$ cat src/rtl/uart_cmd_frame_engine_pkg.sv
// Shared constants for the UART command frame engine: FSM state codes,
// ASCII framing bytes and error codes.
package uart_cmd_pkg;

    localparam logic [2:0] ST_IDLE      = 3'd0;
    localparam logic [2:0] ST_RX_DIGITS = 3'd1;
    localparam logic [2:0] ST_COMMIT    = 3'd2;
    localparam logic [2:0] ST_LOAD_RSP  = 3'd3;
    localparam logic [2:0] ST_TX_BYTE   = 3'd4;
    localparam logic [2:0] ST_TX_WAIT   = 3'd5;

    localparam logic [7:0] ASCII_CR   = 8'h0D;
    localparam logic [7:0] ASCII_LF   = 8'h0A;
    localparam logic [7:0] ASCII_ACK  = 8'h41;
    localparam logic [7:0] ASCII_ERR  = 8'h45;
    localparam logic [7:0] DIGIT_BASE = 8'h30;

    localparam logic [1:0] ERR_NONE    = 2'd0;
    localparam logic [1:0] ERR_DIGIT   = 2'd1;
    localparam logic [1:0] ERR_TIMEOUT = 2'd2;

    function automatic logic is_ascii_digit(input logic [7:0] b);
        return (b >= 8'h30) && (b <= 8'h39);
    endfunction

endpackage

$ cat src/rtl/uart_cmd_frame_engine_tx_seq.sv
// Transmit sequencer: holds a byte buffer (head in the top byte) and hands
// bytes one at a time to the UART transmitter using the tx_busy handshake.
module uart_tx_seq
    import uart_cmd_pkg::*;
#(
    parameter int unsigned N_BYTES = 16,
    parameter int unsigned LEN_W   = 5
) (
    input  logic                   clk,
    input  logic                   rst_n,
    input  logic                   load,
    input  logic [8*N_BYTES-1:0]   load_vec,
    input  logic [LEN_W-1:0]       load_len,
    input  logic                   tx_busy,
    output logic [7:0]             tx_byte,
    output logic                   tx_start,
    output logic                   done
);

    localparam int unsigned BUF_W = 8 * N_BYTES;

    logic [2:0]       phase_q;
    logic [BUF_W-1:0] buf_q;
    logic [LEN_W-1:0] cnt_q;
    logic             first_q;

    assign tx_byte  = buf_q[BUF_W-1 -: 8];
    assign tx_start = (phase_q == ST_TX_BYTE) && !tx_busy;
    assign done     = (phase_q == ST_TX_WAIT) && !first_q && !tx_busy
                      && (cnt_q == LEN_W'(1));

    // tx_busy only rises the cycle after tx_start, so the first TX_WAIT
    // cycle is skipped before trusting tx_busy==0 as "byte finished".
    always_ff @(posedge clk or negedge rst_n) begin
        if (!rst_n) begin
            phase_q <= ST_IDLE;
            buf_q   <= '0;
            cnt_q   <= '0;
            first_q <= 1'b0;
        end else if (load) begin
            buf_q   <= load_vec;
            cnt_q   <= load_len;
            phase_q <= ST_TX_BYTE;
            first_q <= 1'b0;
        end else begin
            case (phase_q)
                ST_TX_BYTE: begin
                    if (!tx_busy) begin
                        phase_q <= ST_TX_WAIT;
                        first_q <= 1'b1;
                    end
                end
                ST_TX_WAIT: begin
                    if (first_q) begin
                        first_q <= 1'b0;
                    end else if (!tx_busy) begin
                        buf_q   <= buf_q << 8;
                        cnt_q   <= cnt_q - LEN_W'(1);
                        phase_q <= (cnt_q == LEN_W'(1)) ? ST_IDLE : ST_TX_BYTE;
                    end
                end
                default: ;
            endcase
        end
    end

endmodule

$ cat src/rtl/uart_cmd_frame_engine.sv
// Parses SET/REQ command frames from a UART byte stream, commits BCD set
// data, and replies with ACK/ERR or an ASCII snapshot of req_bcd.
module uart_cmd_frame_engine
    import uart_cmd_pkg::*;
#(
    parameter int unsigned N_DIGITS       = 14,
    parameter logic [7:0]  SET_CHAR       = 8'h4B,
    parameter logic [7:0]  REQ_CHAR       = 8'h52,
    parameter int unsigned TIMEOUT_CYCLES = 1_000_000,
    parameter bit          ACK_EN         = 1'b1
) (
    input  logic                  clk,
    input  logic                  rst_n,
    input  logic                  rx_valid,
    input  logic [7:0]            rx_byte,
    output logic [7:0]            tx_byte,
    output logic                  tx_start,
    input  logic                  tx_busy,
    input  logic [4*N_DIGITS-1:0] req_bcd,
    output logic [4*N_DIGITS-1:0] set_bcd,
    output logic                  set_valid,
    output logic                  busy,
    output logic                  err_pulse,
    output logic [1:0]            err_code
);

    localparam int unsigned BCD_W   = 4 * N_DIGITS;
    localparam int unsigned N_BYTES = N_DIGITS + 2;
    localparam int unsigned BUF_W   = 8 * N_BYTES;
    localparam int unsigned LEN_W   = $clog2(N_BYTES + 1);
    localparam int unsigned CNT_W   = $clog2(N_DIGITS + 1);
    localparam int unsigned TIM_W   = $clog2(TIMEOUT_CYCLES + 1);

    logic [2:0]       state_q;
    logic [CNT_W-1:0] dcnt_q;
    logic [TIM_W-1:0] timer_q;
    logic [BCD_W-1:0] shift_q;
    logic [BCD_W-1:0] shift_next;

    logic             in_rx, rx_digit, bad_byte, timeout_hit;
    logic             seq_load, seq_done;
    logic [BUF_W-1:0] load_vec;
    logic [LEN_W-1:0] load_len;

    assign busy        = (state_q != ST_IDLE);
    assign in_rx       = (state_q == ST_RX_DIGITS);
    assign rx_digit    = is_ascii_digit(rx_byte);
    assign bad_byte    = in_rx && rx_valid && !rx_digit;
    assign timeout_hit = in_rx && !rx_valid && (timer_q == TIM_W'(TIMEOUT_CYCLES - 1));
    assign shift_next  = (shift_q << 4) | BCD_W'(rx_byte[3:0]);

    always_comb begin
        seq_load = 1'b0;
        load_vec = '0;
        load_len = '0;
        if (bad_byte || timeout_hit) begin
            seq_load                 = 1'b1;
            load_vec[BUF_W-1 -: 24]  = {ASCII_ERR, ASCII_CR, ASCII_LF};
            load_len                 = LEN_W'(3);
        end else if ((state_q == ST_COMMIT) && ACK_EN) begin
            seq_load                 = 1'b1;
            load_vec[BUF_W-1 -: 24]  = {ASCII_ACK, ASCII_CR, ASCII_LF};
            load_len                 = LEN_W'(3);
        end else if (state_q == ST_LOAD_RSP) begin
            // Loading the buffer here is the snapshot latch of req_bcd.
            seq_load = 1'b1;
            for (int unsigned i = 0; i < N_DIGITS; i++) begin
                load_vec[BUF_W-1-8*i -: 8] = DIGIT_BASE | {4'h0, req_bcd[BCD_W-1-4*i -: 4]};
            end
            load_vec[15:0] = {ASCII_CR, ASCII_LF};
            load_len       = LEN_W'(N_BYTES);
        end
    end

    always_ff @(posedge clk or negedge rst_n) begin
        if (!rst_n) begin
            state_q   <= ST_IDLE;
            dcnt_q    <= '0;
            timer_q   <= '0;
            shift_q   <= '0;
            set_bcd   <= '0;
            set_valid <= 1'b0;
            err_pulse <= 1'b0;
            err_code  <= ERR_NONE;
        end else begin
            set_valid <= 1'b0;
            err_pulse <= 1'b0;
            case (state_q)
                ST_IDLE: begin
                    if (rx_valid && (rx_byte == SET_CHAR)) begin
                        state_q <= ST_RX_DIGITS;
                        dcnt_q  <= '0;
                        timer_q <= '0;
                    end else if (rx_valid && (rx_byte == REQ_CHAR)) begin
                        state_q <= ST_LOAD_RSP;
                    end
                end
                ST_RX_DIGITS: begin
                    if (rx_valid) begin
                        timer_q <= '0;
                        if (rx_digit) begin
                            shift_q <= shift_next;
                            dcnt_q  <= dcnt_q + CNT_W'(1);
                            if (dcnt_q == CNT_W'(N_DIGITS - 1)) state_q <= ST_COMMIT;
                        end else begin
                            err_code  <= ERR_DIGIT;
                            err_pulse <= 1'b1;
                            state_q   <= ST_TX_BYTE;
                        end
                    end else if (timeout_hit) begin
                        err_code  <= ERR_TIMEOUT;
                        err_pulse <= 1'b1;
                        state_q   <= ST_TX_BYTE;
                    end else begin
                        timer_q <= timer_q + TIM_W'(1);
                    end
                end
                ST_COMMIT: begin
                    set_bcd   <= shift_q;
                    set_valid <= 1'b1;
                    state_q   <= ACK_EN ? ST_TX_BYTE : ST_IDLE;
                end
                ST_LOAD_RSP: state_q <= ST_TX_BYTE;
                // Byte/wait phases live in the sequencer; wait for its last byte.
                ST_TX_BYTE: if (seq_done) state_q <= ST_IDLE;
                default:    state_q <= ST_IDLE;
            endcase
        end
    end

    uart_tx_seq #(
        .N_BYTES (N_BYTES),
        .LEN_W   (LEN_W)
    ) u_tx_seq (
        .clk      (clk),
        .rst_n    (rst_n),
        .load     (seq_load),
        .load_vec (load_vec),
        .load_len (load_len),
        .tx_busy  (tx_busy),
        .tx_byte  (tx_byte),
        .tx_start (tx_start),
        .done     (seq_done)
    );

endmodule

$ cat config.mk
export PLATFORM = sky130hd
export DESIGN_NAME = uart_cmd_frame_engine
export DESIGN_NICKNAME = d
export VERILOG_FILES = /design/src/rtl/uart_cmd_frame_engine_pkg.sv /design/src/rtl/uart_cmd_frame_engine_tx_seq.sv /design/src/rtl/uart_cmd_frame_engine.sv
export SDC_FILE = /design/constraint.sdc
export NUM_CORES = 1
export LEC_CHECK = 0
export ABC_CLOCK_PERIOD_IN_PS = 2750
export BUFFER_PORTS_ARGS = -buffer_cell sky130_fd_sc_hd__clkbuf_2
export CORE_MARGIN = 2
export CORE_UTILIZATION = 44
export DETAILED_ROUTE_END_ITERATION = 8
export GPL_TIMING_DRIVEN = 0
export PLACE_DENSITY = 0.6
export SLEW_MARGIN = 15
export SYNTH_ARGS = -nofsm -noshare
export SYNTH_HDL_FRONTEND = slang
export SYNTH_SLANG_ARGS = --single-unit
$ cat constraint.sdc
create_clock -name clk -period 2.75 [get_ports clk]
set_input_delay 0.1375 -clock clk [delete_from_list [all_inputs] [get_ports clk]]
set_output_delay 0.1375 -clock clk [all_outputs]
set_load 0.02 [all_outputs]
==> results of run 1 <==
-- area by class of cell --
class	instances	share of cell area
multi-input cells	512	0.308
well taps	280	0.0287
plain buffers	57	0.0240
flip-flops and latches	223	0.457
repair buffers	202	0.114
inverters	9	0.00277
clock buffers	34	0.0565
clock inverters	8	0.00882
-- power by group --
part / leakage [uW] / internal (uW) / total [uW] / switching (uW)
Combinational: 0.00260 / 950 / 2110 / 1160
Clock: 0.000392 / 1940 / 3250 / 1300
Sequential: 0.00303 / 3710 / 3970 / 259
Total: 0.00602 / 6600 / 9330 / 2720
-- cells by family (layout without fill, tap and decap cells) --
| logic type | Yosys count | after routing | synth area share |
|---|---|---|---|
| compound gates | 166 | 166 | 0.107 |
| xor+xnor | 5 | 5 | 0.00454 |
| other cells | 1 | 1 | 0.000389 |
| flops | 223 | 223 | 0.579 |
| mux | 157 | 157 | 0.177 |
| buf+inv | 66 | 310 | 0.0331 |
| fa+ha+maj | 5 | 5 | 0.00649 |
| simple gates | 178 | 178 | 0.0925 |
-- through the flow --
step | hold WS [ps] | util
2_1_floorplan | -158 | -
3_3_place_gp | 346 | 0.492
3_5_place_dp | 206 | 0.495
4_1_cts | 177 | 0.561
5_1_grt | 214 | 0.563
6_report | 174 | 0.563
-- sequential cells by signal (all words and copies together) (netlist names) --
register	count
state_q	3
set_valid	1
err_pulse	1
shift_q	56
u_tx_seq.phase_q	2
dcnt_q	4
timer_q	20
u_tx_seq.cnt_q	5
err_code	2
u_tx_seq.first_q	1
set_bcd	56
u_tx_seq.buf_q	72
-- metal layers --
metal	global-route usage	routed length [um]
met4	0.0472	447
met1	0.262	9790
met5	0	0
met3	0.0434	1220
met2	0.326	10500
-- synth_stat cells, types with 3 or more instances --
cell         n
dfrtp_1    223
mux2_2     112
nand2_1     80
o21ai_0     70
mux2i_1     45
a21oi_1     36
clkbuf_1    31
nor2_1      23
nand3_1     15
o2bb2ai_1   14
o31ai_1     14
or4_1       11
buf_4       10
inv_1        9
nand4_1      7
a2bb2oi_1    6
buf_2        6
nor4_1       6
a21o_1       5
ha_1         5
buf_1        4
nand2b_1     4
nor2b_1      4
xnor2_1      4
a211oi_1     3
and2_1       3
buf_6        3
clkbuf_2     3
nor3_1       3
o22a_1       3
or3_1        3
-- final timing paths --
kind	cells past startpoint	slack, ps	end	start
setup / recovery	9	170	u_tx_seq.buf_q[101]	state_q[2]
hold / removal	5	170	state_q[0]	rx_byte[5]
setup reg to reg	9	170	u_tx_seq.buf_q[101]	state_q[2]
hold reg to reg	1	480	u_tx_seq.buf_q[21]	u_tx_seq.buf_q[21]
max in group asynchronous	4	1400	u_tx_seq.buf_q[43]	rst_n
min in group asynchronous	2	190	set_bcd[38]	rst_n
-- tightest hold or removal path, stage by stage --
cell,delay (ps)
clkbuf_2,100
nor4bb_2,70
and2_1,170
o21ai_0,100
o21bai_1,70
-- repair_timing --
item / 4_1_cts / 5_1_grt
endpoints found under the hold margin: 137 / 0
gates resized for setup: 0 / 13
hold buffers: 63 / 0
setup endpoints to repair: 0 / 108
setup buffers: 0 / 1
==> flow_metrics.env, run 1 <==
export IMPL_outcome="finished clean"
export IMPL_final_cell_mix="dfrtp_1 (223), clkbuf_2 (144), mux2_2 (112), nand2_1 (80), o21ai_0 (70)"
export IMPL_cpMaxStageDelayCell="or4b_1"
export IMPL_tightest_slew_ps=839
export IMPL_finalCriticalPeriod_ps=2580
export IMPL_startpoint_type="flip-flop"
export IMPL_drv_cap=0
export IMPL_setup_viol=0
export IMPL_final_common_cell="dfrtp_1"
export IMPL_drtPass1Iterations=5
export IMPL_synthCells=801
export IMPL_netlist_top_cells_area="dfrtp_1 (58%), mux2_2 (13%), mux2i_1 (4.7%)"
export IMPL_synth_cell_area_sq_um=9650
export IMPL_synth_fp_nets=874
export IMPL_setup_slack_ps=173
export IMPL_ctsHtreeMaxLevel=1
export IMPL_p_leak_uw=0.00602
export IMPL_io_buffers=136
export IMPL_detailed_place_hpwl_um=14900
export IMPL_multiInputGateArea_sq_um=3750
export IMPL_grt_max_degree=85
export IMPL_ant_nets=0
export IMPL_wire_per_inst_um=16.6
export IMPL_die_w_um=152
export IMPL_die_h_um=152
export IMPL_pwr_density_cell_nw_per_um2=764
export IMPL_antenna_found_initial=0
export IMPL_clock_sinks=223
export IMPL_synth_yosys_seq_area_share=0.579
export IMPL_synth_ff_type="dfrtp_1"
export IMPL_cts_path_max_buffers=3
export IMPL_yosys_register_bits=223
export IMPL_rows=54
export IMPL_register_area_sq_um=5580
export IMPL_yosysWarningCount=0
export IMPL_ys_types=61
export IMPL_clk_latency_ps=520
export IMPL_start_util=0.445
export IMPL_clkSlewWorstSetupHoldPaths_ps=60
export IMPL_initialDrtViolationCount=403
export IMPL_slew_violations=0
export IMPL_postSynthAreaPerCell_sq_um=12.0
export IMPL_drive_above_1_share=0.310
export IMPL_pin_count=138
export IMPL_antenna_cells=0
export IMPL_critPathTopFamily="simple AND/OR/NAND/NOR gates"
export IMPL_power_uw=9330
export IMPL_fillCellCount=1800
export IMPL_grt_first_pass_wirelength_um=38000
export IMPL_synth_top_cell_by_area="dfrtp_1"
export IMPL_crit_path_frequent_cell="buf_2"
export IMPL_gp_congestion=0.857
export IMPL_slowest_delay_ps=520
export IMPL_finalNetCount=1103
export IMPL_core_area_sq_um=21700
export IMPL_crit_buf_inv=4
export IMPL_root_buffer="clkbuf_16"
export IMPL_finalCritPeriodShare=0.937
export IMPL_grt_pass1_vias=7442
export IMPL_tritoncts="yes"
export IMPL_path_class="flip-flop to flip-flop"
export IMPL_grt_usage=0.195
export IMPL_worstPathMaxFanout=10
export IMPL_synth_top_area_frac=0.579
export IMPL_syn2layout_area_growth_pct=26.5
export IMPL_path_cells="or4b_1, buf_2, or3b_1, buf_2, o211ai_4, buf_12, nor2_2, buf_6, o2bb2ai_1"
export IMPL_cp_end_kind="flip-flop"
export IMPL_synth_edff_count=0
export IMPL_pre_cts_slack_ps=56.3
export IMPL_wl_um=22000
export IMPL_grt_ovfl_total=0
export IMPL_vias=7009
export IMPL_vias_per_cell=5.29
export IMPL_max_freq_mhz=388
export IMPL_peakVddDrop_mv=0.454
export IMPL_cp_arrival_ps=2970
export IMPL_finalHoldViolCount=0
export IMPL_cts_buffers=25
export IMPL_synthArstFlopShare=1.00
export IMPL_hp_class="input pin to flip-flop"
export IMPL_required_ps=3140
export IMPL_die_area_sq_um=23100
export IMPL_rsz0062_at_grt="no"
export IMPL_remaining_drc_errors=0
export IMPL_design_area_sq_um=12200
export IMPL_finalSetupTns_ps=0
export IMPL_placed_cells=1219
export IMPL_slew_headroom=0.433
export IMPL_final_cells=1325
export IMPL_dpl_cell_area_sq_um=10700
export IMPL_fin_skew_ps=10.0
(Power assumes the default switching activity.)
==> inputs of run 2 (changes only) <==
--- a/config.mk
+++ b/config.mk
@@ -5,13 +5,14 @@
 export SDC_FILE = /design/constraint.sdc
 export NUM_CORES = 1
 export LEC_CHECK = 0
-export ABC_CLOCK_PERIOD_IN_PS = 2750
+export ABC_AREA = 1
+export ABC_CLOCK_PERIOD_IN_PS = 2050
 export BUFFER_PORTS_ARGS = -buffer_cell sky130_fd_sc_hd__clkbuf_2
 export CORE_MARGIN = 2
 export CORE_UTILIZATION = 44
 export DETAILED_ROUTE_END_ITERATION = 8
 export GPL_TIMING_DRIVEN = 0
-export PLACE_DENSITY = 0.6
+export PLACE_DENSITY = 0.62
 export SLEW_MARGIN = 15
 export SYNTH_ARGS = -nofsm -noshare
 export SYNTH_HDL_FRONTEND = slang
==> constraint.sdc (replaced) <==
create_clock -name clk -period 2.05 [get_ports clk]
set_input_delay 0.1025 -clock clk [delete_from_list [all_inputs] [get_ports clk]]
set_output_delay 0.1025 -clock clk [all_outputs]
set_load 0.02 [all_outputs]
==> run 2 against run 1 <==
  * Area after synthesis up 9.3%
  * Clock-buffer cell count unchanged
  * Clock skew up 3.6 ps
  * Largest power group is now combinational cells
  * Core utilization up 0.86 points
  * Largest cell class unchanged
  * Sequential share of layout area down 4.1 points
==> flow_metrics.env, run 2 <==
export IMPL_tritoncts="yes"
export IMPL_cts_path_max_buffers=3
export IMPL_yosysMostFrequentCell="nand2_1"
export IMPL_pin_count=138
export IMPL_synthTopCellsByCount="nand2_1 (385), dfrtp_1 (223), inv_1 (148)"
export IMPL_synth_top_area_frac=0.529
export IMPL_max_freq_mhz=510
export IMPL_clk_latency_ps=520
export IMPL_synth_edff_count=0
export IMPL_finalNetCount=1627
export IMPL_die_area_sq_um=25200
export IMPL_worstPathMaxFanout=10
export IMPL_multiInputGateArea_sq_um=4080
export IMPL_register_area_sq_um=5580
export IMPL_gp_congestion=0.837
export IMPL_busiest_layer="met2"
export IMPL_largest_registers="u_tx_seq.buf_q (72), set_bcd (56), shift_q (56)"
export IMPL_p_leak_uw=0.00700
export IMPL_final_core_util=0.571
export IMPL_synthSimpleGateAreaFrac=0.294
export IMPL_synth_compound_area_frac=0.0733
export IMPL_hp_class="input pin to async pin"
export IMPL_synth_yosys_seq_area_share=0.529
export IMPL_cp_arrival_ps=2370
export IMPL_largest_reg_flops=72
export IMPL_synthCells=1318
export IMPL_yosysWarningCount=0
export IMPL_netlist_top_cells_area="dfrtp_1 (53%), nand2_1 (14%), o21ai_0 (6.3%)"
export IMPL_outcome="finished clean"
export IMPL_grt_max_degree=83
export IMPL_antenna_found_initial=0
export IMPL_crit_buf_inv=2
export IMPL_ys_types=38
export IMPL_critPathTopFamily="simple AND/OR/NAND/NOR gates"
export IMPL_drive_above_1_share=0.198
export IMPL_clkSlewWorstSetupHoldPaths_ps=60
export IMPL_grtUsageMet2=0.343
export IMPL_synth_top_cell_by_area="dfrtp_1"
export IMPL_design_area_sq_um=13400
export IMPL_grt_usage=0.206
export IMPL_synth_fp_nets=1391
export IMPL_cts_buffers=25
export IMPL_io_buffers=135
export IMPL_synthAdderAreaFrac=0.00593
export IMPL_largest_register="u_tx_seq.buf_q"
export IMPL_rows=56
export IMPL_fillCellCount=2184
export IMPL_fin_skew_ps=13.6
export IMPL_pwr_density_cell_nw_per_um2=1430
export IMPL_root_buffer="clkbuf_16"
export IMPL_yosys_register_bits=223
export IMPL_path_depth=12
export IMPL_die_h_um=159
export IMPL_wire_per_inst_um=13.8
export IMPL_clock_sinks=223
export IMPL_vias=9156
export IMPL_drtPass1Iterations=5
export IMPL_grt_ovfl_total=0
export IMPL_crit_path_frequent_cell="nand2_1"
export IMPL_postSynthAreaPerCell_sq_um=8.00
export IMPL_slew_headroom=0.591
export IMPL_ctsHtreeMaxLevel=1
export IMPL_final_cell_mix="nand2_1 (384), dfrtp_1 (223), inv_1 (148), nor2_1 (141), clkbuf_2 (137)"
export IMPL_dpl_cell_area_sq_um=11700
export IMPL_core_area_sq_um=23500
export IMPL_synthArstFlopShare=1.00
export IMPL_grt_pass1_vias=8748
export IMPL_finalCritPeriodShare=0.957
export IMPL_cp_end_kind="flip-flop"
export IMPL_start_util=0.449
export IMPL_slew_violations=0
export IMPL_synth_cell_area_sq_um=10500
export IMPL_synth_xor_area_frac=0.00664
export IMPL_synthMuxAreaShare=0
export IMPL_finalHoldViolCount=0
export IMPL_wl_um=26000
export IMPL_syn2layout_area_growth_pct=27.1
export IMPL_detailed_place_hpwl_um=17400
export IMPL_finalSetupTns_ps=0
export IMPL_met3_usage=0.0282
export IMPL_vias_per_cell=4.84
export IMPL_peakVddDrop_mv=0.561
export IMPL_initialDrtViolationCount=596
export IMPL_antenna_cells=0
export IMPL_path_cells="ha_4, nand2_2, nor2_4, nand2_4, nor2_4, nand3_4, buf_8, buf_4, nand4_1, nand2_1, nand2_1, nand2_1"
export IMPL_ant_nets=0
export IMPL_slowest_delay_ps=400
export IMPL_drv_cap=0
export IMPL_setup_viol=0
export IMPL_required_ps=2460
export IMPL_synth_ff_type="dfrtp_1"
export IMPL_tightest_slew_ps=613
export IMPL_grt_first_pass_wirelength_um=43400
export IMPL_final_common_cell="nand2_1"
export IMPL_path_class="flip-flop to flip-flop"
export IMPL_die_w_um=159
export IMPL_finalCriticalPeriod_ps=1960
export IMPL_met1_usage=0.290
export IMPL_reg2reg_depth=12
export IMPL_startpoint_type="flip-flop"
export IMPL_remaining_drc_errors=0
export IMPL_synth_top_family_by_area="simple AND/OR/NAND/NOR gates"
export IMPL_cpMaxStageDelayCell="dfrtp_1"
-- run 2: cell types whose count changed in the layout (fill, tap and decap cells not counted), moves of 14 or more --
cell       delta
or2_2        +56
nor2_1      +118
nand2_1     +304
nand4_1      +63
inv_1       +139
buf_2        +14
a21oi_1      -33
o21ai_0      +61
mux2i_1      -45
mux2_2      -112
nand3_1      +16
o2bb2ai_1    -14
-- run 2: repair_timing --
action | in CTS | in global routing
buffers inserted | 1 | 6
gates resized for setup | 5 | 28
cloned | 0 | 2
endpoints found under the hold margin | 138 | 0
endpoints found under the setup margin | 99 | 126
pin swaps | 1 | 4
hold buffers | 63 | 0
-- run 2: per-layer routing --
layer | wire (um) | vias up
li1 | - | 4608
met1 | 12200 | 4336
met2 | 12400 | 175
met3 | 1020 | 37
met4 | 387 | 0
met5 | 0 | -
-- run 2: kinds of logic (layout without fill, tap and decap cells) --
| group | count (synthesis) | after routing |
|---|---|---|
| and+or+nand+nor | 707 | 707 |
| buffers and inverters | 224 | 478 |
| DFF | 223 | 223 |
| AOI/OAI and AO/OA | 150 | 150 |
| xor gates and xnor gates | 8 | 8 |
| adders and majority gates | 5 | 5 |
| other | 1 | 1 |
-- run 2: area by class of cell --
class,instances,area share
Timing Repair Buffer,209,0.110
Clock buffer,34,0.0544
Clock inverter,11,0.0126
Buffer,74,0.0307
Sequential cell,223,0.416
Tap cell,319,0.0298
Inverter,150,0.0420
Multi-Input combinational cell,871,0.305
-- run 2: path summary, 6_finish.rpt --
| kind | from | endpoint | slack (ps) |
|---|---|---|---|
| setup / recovery | timer_q[1] | u_tx_seq.buf_q[99] | 90 |
| hold / removal | rst_n | set_bcd[27] | 180 |
| setup reg to reg | timer_q[1] | u_tx_seq.buf_q[99] | 90 |
| hold reg to reg | err_code[0] | err_code[0] | 470 |
| max in group asynchronous | rst_n | u_tx_seq.buf_q[57] | 710 |
| min in group clk | rx_byte[6] | state_q[1] | 180 |
-- run 2: worst reg2reg max path, stage by stage, from the launching register on --
cell and delay [ps]:
dfrtp_1 400, ha_4 170, nand2_2 90, nor2_4 160, nand2_4 90, nor2_4 140
nand3_4 160, buf_8 200, buf_4 180, nand4_1 80, nand2_1 80, nand2_1 60
nand2_1 40
-- run 2: power by group --
group	internal, uW	leakage (uW)	switching, uW
Sequential	6200	0.00261	970
Combinational	2700	0.00395	4530
Clock	3000	0.000444	1820
-- run 2: per-stage QoR --
stage / hold slack [ps] / instances / power (uW) / worst slack, ps
final: 176 / 1891 / 19200 / 88.5
after global routing: 196 / 1891 / 20700 / -19.3
after CTS: 156 / 1883 / 19200 / -10.9
after detailed placement: 168 / 1774 / 14200 / -264
after global placement: 359 / 1772 / 14000 / -3740
after floorplan: -193 / 1318 / 12000 / 266
==> inputs of run 3 (changes only) <==
--- a/config.mk
+++ b/config.mk
@@ -7,12 +7,12 @@
 export LEC_CHECK = 0
 export ABC_AREA = 1
 export ABC_CLOCK_PERIOD_IN_PS = 2050
-export BUFFER_PORTS_ARGS = -buffer_cell sky130_fd_sc_hd__clkbuf_2
 export CORE_MARGIN = 2
 export CORE_UTILIZATION = 44
 export DETAILED_ROUTE_END_ITERATION = 8
+export DONT_BUFFER_PORTS = 1
 export GPL_TIMING_DRIVEN = 0
-export PLACE_DENSITY = 0.62
+export PLACE_DENSITY = 0.57
 export SLEW_MARGIN = 15
 export SYNTH_ARGS = -nofsm -noshare
 export SYNTH_HDL_FRONTEND = slang
==> run 3 against run 2 <==
  * The run now ends with negative hold slack left
  * Combinational power down 22%
  * Highest routed layer unchanged
  * Clock-buffer cell count grew 6
  * Setup slack improved by 19 ps
  * Core utilization decreased by 3.4 points
  * Die area unchanged
  * Register-to-register slack better by 20 ps
  * Sequential cell count stayed put
  * Via count down 5.9%
  * Critical path depth did not move
  * Largest cell class unchanged
  * Routed wire length fell by 2.7%
  * Clock skew up 5.3 ps
  * Worst hold slack got worse by 900 ps
==> flow_metrics.env, run 3 (synthesis gave the netlist of run 2 again) <==
export IMPL_reg2reg_depth=12
export IMPL_die_h_um=159
export IMPL_antenna_found_initial=0
export IMPL_cts_path_max_buffers=3
export IMPL_drive_above_1_share=0.118
export IMPL_slew_violations=0
export IMPL_finalSetupTns_ps=0
export IMPL_path_class="flip-flop to flip-flop"
export IMPL_rr_startpoint="timer_q[0]"
export IMPL_hold_ws_ps=-725
export IMPL_die_w_um=159
export IMPL_required_ps=2460
export IMPL_detailed_place_hpwl_um=16800
export IMPL_p_leak_uw=0.00641
export IMPL_grt_pass1_vias=8461
export IMPL_largest_register="u_tx_seq.buf_q"
export IMPL_clkSlewWorstSetupHoldPaths_ps=50
export IMPL_final_common_cell="nand2_1"
export IMPL_outcome="finished with violations"
export IMPL_fin_skew_ps=18.9
export IMPL_finalHoldViolCount=223
export IMPL_r2r_end="u_tx_seq.buf_q[85]"
export IMPL_tritoncts="yes"
export IMPL_rsz0062_at_grt="yes"
export IMPL_register_area_sq_um=5580
export IMPL_grt_max_degree=224
export IMPL_finalCriticalPeriod_ps=1940
export IMPL_wl_um=25300
export IMPL_power_uw=18300
export IMPL_tightest_slew_ps=993
export IMPL_finalNetCount=1492
export IMPL_largest_registers="u_tx_seq.buf_q (72), set_bcd (56), shift_q (56)"
export IMPL_remaining_drc_errors=0
export IMPL_root_buffer="clkbuf_16"
export IMPL_core_area_sq_um=23500
export IMPL_antenna_cells=0
export IMPL_largest_reg_flops=72
export IMPL_start_util=0.449
export IMPL_pwr_density_cell_nw_per_um2=1450
export IMPL_wire_per_inst_um=14.4
export IMPL_final_core_util=0.538
export IMPL_dpl_cell_area_sq_um=10900
export IMPL_placed_cells=1637
export IMPL_final_cell_mix="nand2_1 (385), dfrtp_1 (223), inv_1 (148), nor2_1 (141), o21ai_0 (132)"
export IMPL_ctsHoldBuffers=62
export IMPL_cp_arrival_ps=2360
export IMPL_setup_viol=0
export IMPL_r2r_setup_slack_ps=110
export IMPL_vias=8617
export IMPL_design_area_sq_um=12600
export IMPL_vias_per_cell=4.91
export IMPL_final_cells=1754
export IMPL_syn2layout_area_growth_pct=19.7
export IMPL_pin_count=138
export IMPL_ant_nets=0
export IMPL_fillCellCount=2260
export IMPL_grt_usage=0.203
export IMPL_cp_end_kind="flip-flop"
export IMPL_worstPathMaxFanout=10
export IMPL_grt_first_pass_wirelength_um=42800
export IMPL_finalCritPeriodShare=0.948
export IMPL_rows=56
export IMPL_clk_latency_ps=530
export IMPL_initialDrtViolationCount=612
export IMPL_hp_class="input pin to async pin"
export IMPL_multiInputGateArea_sq_um=4070
export IMPL_max_freq_mhz=515
export IMPL_peakVddDrop_mv=0.607
export IMPL_drv_cap=0
export IMPL_die_area_sq_um=25200
export IMPL_slew_headroom=0.333
export IMPL_ctsHtreeMaxLevel=1
export IMPL_clock_sinks=223
export IMPL_grt_ovfl_total=0
export IMPL_drtPass1Iterations=5
export IMPL_startpoint_type="flip-flop"
export IMPL_io_buffers=0
export IMPL_violations="negative hold slack"
export IMPL_gp_congestion=0.856
export IMPL_cts_buffers=26
run 3: cell count changes in the layout (fill, tap and decap cells not counted), moves of 3 or more:
| cell | before | now |
|---|---|---|
| clkbuf_2 | 137 | 2 |
| buf_4 | 23 | 28 |
| clkinv_2 | 5 | 1 |
| buf_2 | 20 | 17 |
| clkbuf_1 | 30 | 33 |
run 3: worst max-delay path by stage:
stage / start / endpoint / cells after the start
after global routing: state_q[1] / shift_q[26] / 6
final: timer_q[0] / u_tx_seq.buf_q[85] / 12
after floorplan: timer_q[0] / u_tx_seq.buf_q[101] / 12
after detailed placement: state_q[2] / u_tx_seq.buf_q[107] / 8
after CTS: timer_q[1] / u_tx_seq.buf_q[99] / 12
after global placement: state_q[2] / u_tx_seq.buf_q[114] / 8
run 3: per-stage QoR:
step                      hold WS, ps  setup WS [ps]
after CTS                        -753           4.98
final                            -725            107
after global routing             -757          -31.1
after global placement           -187           -198
after floorplan                  -193            266
after detailed placement         -187           -292
run 3: repair_timing:
item	CTS	global route
endpoints found under the setup margin	107	159
pin swaps	0	5
setup buffers	1	10
gates cloned	0	1
gates resized for setup	6	24
hold endpoints to repair	290	223
run 3: critical path: stages, from the launching register on:
cell     delay, ps
dfrtp_1        410
ha_4           190
nand2_4         70
nor2_4         140
nand2_4         90
nor2_4         130
nand3_4        170
buf_8          200
nand2_4         80
nor2_2          80
buf_6          140
nand3_1         80
nand2_1         50
run 3: area by class of cell:
class | count | share of cell area
Sequential cell | 223 | 0.442
Multi-Input combinational cell | 871 | 0.323
Clock buffer | 40 | 0.0621
Timing Repair Buffer | 74 | 0.0577
Inverter | 150 | 0.0446
Buffer | 73 | 0.0328
Tap cell | 319 | 0.0316
Clock inverter | 4 | 0.00644
run 3: per-layer routing:
| metal | share of wire | vias up | track usage |
|---|---|---|---|
| li1 | - | 4344 | - |
| met1 | 0.47 | 4067 | 0.281 |
| met2 | 0.46 | 177 | 0.333 |
| met3 | 0.048 | 29 | 0.0387 |
| met4 | 0.017 | 0 | 0.0446 |
| met5 | 0 | - | 0 |
run 3: power by group:
group          switching, uW  internal [uW]  total [uW]
Sequential              1800           6200        7990
Combinational           3430           2220        5640
Clock                   1770           2860        4630
Total                   6990          11300       18300
